File: src/rtl/dpram_stream_reader.sv
// dpram_stream_reader: streams a contiguous dpram address range out over valid/ready through a 4-entry credit-managed buffer
module dpram_stream_reader #(
  parameter int DATAWIDTH = 8,
  parameter int ADDRWIDTH = 8
) (
  input  logic                 clock,
  input  logic                 reset,
  input  logic                 start,
  input  logic [ADDRWIDTH-1:0] base_addr,
  input  logic [ADDRWIDTH:0]   length,
  input  logic                 abort,
  output logic [ADDRWIDTH-1:0] mem_address,
  output logic                 mem_wren,
  input  logic [DATAWIDTH-1:0] mem_q,
  output logic [DATAWIDTH-1:0] out_data,
  output logic                 out_valid,
  input  logic                 out_ready,
  output logic                 busy,
  output logic                 done
);
  typedef enum logic [1:0] {IDLE, RUN, DRAIN, FINISH} state_t;
  state_t state, state_nx;
  logic [ADDRWIDTH:0] remaining;
  logic [DATAWIDTH-1:0] fifo [4];
  logic [1:0] wr_ptr, rd_ptr;
  logic [2:0] count;
  logic outstanding, issue, push, pop, kill;
  always_comb begin
    kill = abort && (state == RUN || state == DRAIN);
    issue = state == RUN && !kill && (count + 3'(outstanding)) < 3'd4;
    push = outstanding && !kill;
    pop = out_valid && out_ready;
    state_nx = state;
    case (state)
      IDLE:    state_nx = start ? (length == '0 ? FINISH : RUN) : IDLE;
      RUN:     state_nx = issue && remaining == (ADDRWIDTH+1)'(1) ? DRAIN : RUN;
      DRAIN:   state_nx = count == '0 && !outstanding ? FINISH : DRAIN;
      default: state_nx = IDLE;
    endcase
    state_nx = kill ? IDLE : state_nx;
  end
  always_ff @(posedge clock) begin
    if (reset) begin
      state <= IDLE;
      remaining <= '0;
      mem_address <= '0;
      outstanding <= 1'b0;
      count <= '0;
      wr_ptr <= '0;
      rd_ptr <= '0;
      done <= 1'b0;
    end else begin
      state <= state_nx;
      done <= state == FINISH;
      outstanding <= issue;
      if (state == IDLE && start) begin
        mem_address <= base_addr;
        remaining <= length;
      end else if (issue) begin
        mem_address <= mem_address + ADDRWIDTH'(1);
        remaining <= remaining - (ADDRWIDTH+1)'(1);
      end
      if (kill) begin
        count <= '0;
        wr_ptr <= '0;
        rd_ptr <= '0;
      end else begin
        count <= count + 3'(push) - 3'(pop);
        wr_ptr <= wr_ptr + 2'(push);
        rd_ptr <= rd_ptr + 2'(pop);
      end
    end
  end
  always_ff @(posedge clock) if (push) fifo[wr_ptr] <= mem_q;
  assign mem_wren = 1'b0;
  assign busy = state != IDLE;
  assign out_valid = count != '0;
  assign out_data = out_valid ? fifo[rd_ptr] : '0;
endmodule

File: config.mk
export PLATFORM = sky130hd
export DESIGN_NAME = dpram_stream_reader
export DESIGN_NICKNAME = d
export VERILOG_FILES = /design/src/rtl/dpram_stream_reader.sv
export SDC_FILE = /design/constraint.sdc
export NUM_CORES = 1
export LEC_CHECK = 0
export CORE_MARGIN = 5
export CORE_UTILIZATION = 52
export DETAILED_ROUTE_END_ITERATION = 8
export PLACE_DENSITY = 0.77
export SETUP_SLACK_MARGIN = 0.05
export SKIP_CTS_REPAIR_TIMING = 1
export SLEW_MARGIN = 10
export SYNTH_ARGS = -nofsm -noshare
export SYNTH_HDL_FRONTEND = slang
export SYNTH_SLANG_ARGS = --single-unit
File: constraint.sdc
create_clock -name clock -period 3 [get_ports clock]
set_input_delay 0.6 -clock clock [delete_from_list [all_inputs] [get_ports clock]]
set_output_delay 0.6 -clock clock [all_outputs]
set_load 0.01 [all_outputs]
==> impl_metrics.py <==
metrics = {
    "yosys": {
        "ys_seq_area_share_pct": 55.58,
        "avgSynthCellArea_um2": 11.95,
        "netlist_instances": 229,
        "yosysMostFrequentCell": "edfxtp_1",
        "synth.area.top_cells": "edfxtp_1, dfxtp_1, mux4_2, ha_1, nor2_1",
        "syn-num-nets": 269,
        "ys_warn_count": 0,
        "synthArstFlopShare_pct": 0,
        "netlist_area_um2": 2738,
        "synth_largest_area_cell": "edfxtp_1",
        "ys_ff_latch": 60,
        "synth_top_area_share_pct": 35.10,
        "ys_types": 47,
        "ys.flop_type": "edfxtp_1",
        "yosys-top-cells-count": "edfxtp_1, dfxtp_1, nor2_1",
        "synth_edf_count": 32,
    },
    "place": {
        "port_buffers": 48,
        "dpl_cell_area_um2": 3308,
        "gp_congestion": 0.7633,
        "dp.final_hpwl_um": 3889,
    },
    "floorplan": {
        "coreArea_um2": 5107,
        "rows": 26,
        "die_h_um": 82.56,
        "ioPinCount": 50,
        "initial_core_util_pct": 53.60,
        "die_area_um2": 6816,
        "die_w_um": 82.56,
    },
    "timing": {
        "hold_viol_final": 0,
        "setup_viol": 0,
        "period_share_pct": 85.94,
        "tns_ns": 0,
        "drv_slew": 0,
        "relSlewSlack_pct": 62.44,
        "rsz0062_at_grt": "false",
        "fmax_ghz": 0.3879,
        "tightest_slew_ns": 0.5621,
        "clock_skew_ns": 0.007888,
        "min_period_ns": 2.578,
    },
    "clocking": {
        "clk_pin_slew_ns": 0.07,
        "clock_sinks": 60,
        "clk_latency_ns": 0.33,
        "clk_path_buf_depth": 2,
        "cts_tree": "built",
        "cts_max_level": 3,
        "numCtsBuffers": 9,
        "cts_root_buffer": "clkbuf_8",
    },
    "detailed_routing": {
        "dr.pass1.iters": 4,
        "via_count": 1954,
        "wl_per_cell_um": 15.27,
        "ant_nets": 0,
        "wl_um": 5466,
        "drcViolationCount": 0,
        "drt-initial-drc-count": 93,
        "vias_per_cell": 5.458,
    },
    "job": {
        "drv_cap": 0,
    },
    "final_layout": {
        "drive_above_1_share_pct": 13.54,
        "areaGrowthSynthToFinish_pct": 27.83,
        "design_area_um2": 3500,
        "n_antenna_cell": 0,
        "finalNetCount": 323,
    },
    "pwr": {
        "powerDensity_nw_per_um2": 691.0,
        "power_w": 0.002418,
        "pwr-share-comb_pct": 29.9,
        "pwr-share-clk_pct": 28.8,
        "pwr-share-seq_pct": 41.3,
        "switching_share_pct": 29.47,
        "intPower_w": 0.001706,
        "power.net_switching_w": 0.0007126,
        "ir_drop_mv": 0.3815,
        "p_leak_nw": 1.210,
    },
    "worst_hold_path": {
        "hold_class": "flop to flop",
    },
    "global_route": {
        "grt_pass1_vias": 1954,
        "use_met3_pct": 6.074,
        "antenna_found_initial": 0,
        "grt_util_met1_pct": 21.50,
        "overflow": 0,
        "top_usage_layer": "met2",
        "met2_usage_pct": 29.65,
        "grt_usage_pct": 17.97,
        "grt_max_degree": 21,
        "grt_first_pass_wirelength_um": 8963,
    },
    "setup_path": {
        "crit_fanout": 5,
        "cp-start-kind": "flop",
        "cp.arrival_ns": 1.98,
        "critPathKind": "flop to output pin",
        "worst_setup_path_end_kind": "output pin",
        "crit_slowest_cell": "mux4_2",
        "required_ns": 2.40,
        "cpPeakStageDelay_ns": 0.49,
        "path_cells": "buf_4 > mux4_2 > and2_1 > clkdlybuf4s50_1",
    },
    "run_status": {
        "status": "finished, final reports clean",
    },
}
-- final timing paths --
kind | startpoint | end | slack (ns) | cells past startpoint
hold / removal | remaining[7] | remaining[7] | 0.52 | 2
setup / recovery | rd_ptr[0] | out_data[6] | 0.42 | 4
hold reg to reg | remaining[7] | remaining[7] | 0.52 | 2
setup reg to reg | state[0] | remaining[4] | 0.49 | 6
-- layout by cell type (no fill, tap or decap), types with 6 or more instances in the layout --
cell             Yosys  layout
o21ai_0              7       7
dfxtp_1             28      28
a311oi_1            10      10
nor2_1              28      28
xor2_1               6       6
clkbuf_8             0       9
inv_1                9       9
buf_4                1       7
or3_1                6       6
ha_1                 9       9
edfxtp_1            32      32
mux4_2               8       8
and2_1              10      10
nand2_1              9       9
clkdlybuf4s50_1      0      48
-- flip-flops by register name, summed over array words and instances, names as in the netlist --
name,count
count,3
done,1
fifo,32
mem_address,8
outstanding,1
rd_ptr,2
remaining,9
state,2
wr_ptr,2
-- routing by layer --
layer  vias to the layer above  wire [um]
li1                        966          -
met4                         0         74
met5                         -          0
met3                         8        346
met2                        61       2639
met1                       919       2406
-- critical path: cells and delay by family, from the launching register on --
family | cells | cell delay (ns)
DFF | 1 | 0.34
buffers and inverters | 2 | 0.65
muxes | 1 | 0.49
and+or+nand+nor | 1 | 0.17
-- area by class of cell --
cell class	count	area [um2]
repair buffers	55	533.0
well taps	70	87.58
fillers	388	1608
flip-flops and latches	60	1521
clock inverters	7	67.56
clock buffers	9	123.9
multi-input cells	148	1132
inverters	9	33.78
-- cells by family after synthesis --
kind of cell / after synthesis / synth area share, %
simple gates: 77 / 14.99
flops: 60 / 55.58
compound gates: 41 / 11.29
buf+inv: 21 / 3.062
xor+xnor: 11 / 3.519
fa+ha+maj: 10 / 4.845
mux: 8 / 6.581
other cells: 1 / 0.1370
-- power groups by stage --
| stage | Clock, W | Combinational (W) | Sequential, W |
|---|---|---|---|
| 6_report | 0.000696 | 0.000724 | 0.000998 |
| 5_1_grt | 0.000749 | 0.000798 | 0.00101 |
| 4_1_cts | 0.000715 | 0.000737 | 0.000998 |
| 3_5_place_dp | 0 | 0.000733 | 0.00101 |
| 3_3_place_gp | 0 | 0.000711 | 0.00101 |
| 2_1_floorplan | 0 | 0.000429 | 0.00100 |
-- through the flow --
stage               hold slack, ns  utilization, %  setup slack, ns  std cells
global placement            0.5007           64.77           0.3251        342
detailed placement          0.5014           64.77           0.2200        342
floorplan                   0.4790               -           0.8212        229
global route                0.5534           68.52           0.2963        358
finish                      0.5162           68.52           0.4217        358
CTS                         0.5171           68.52           0.3718        358
Power figures use the tool's default switching activity.
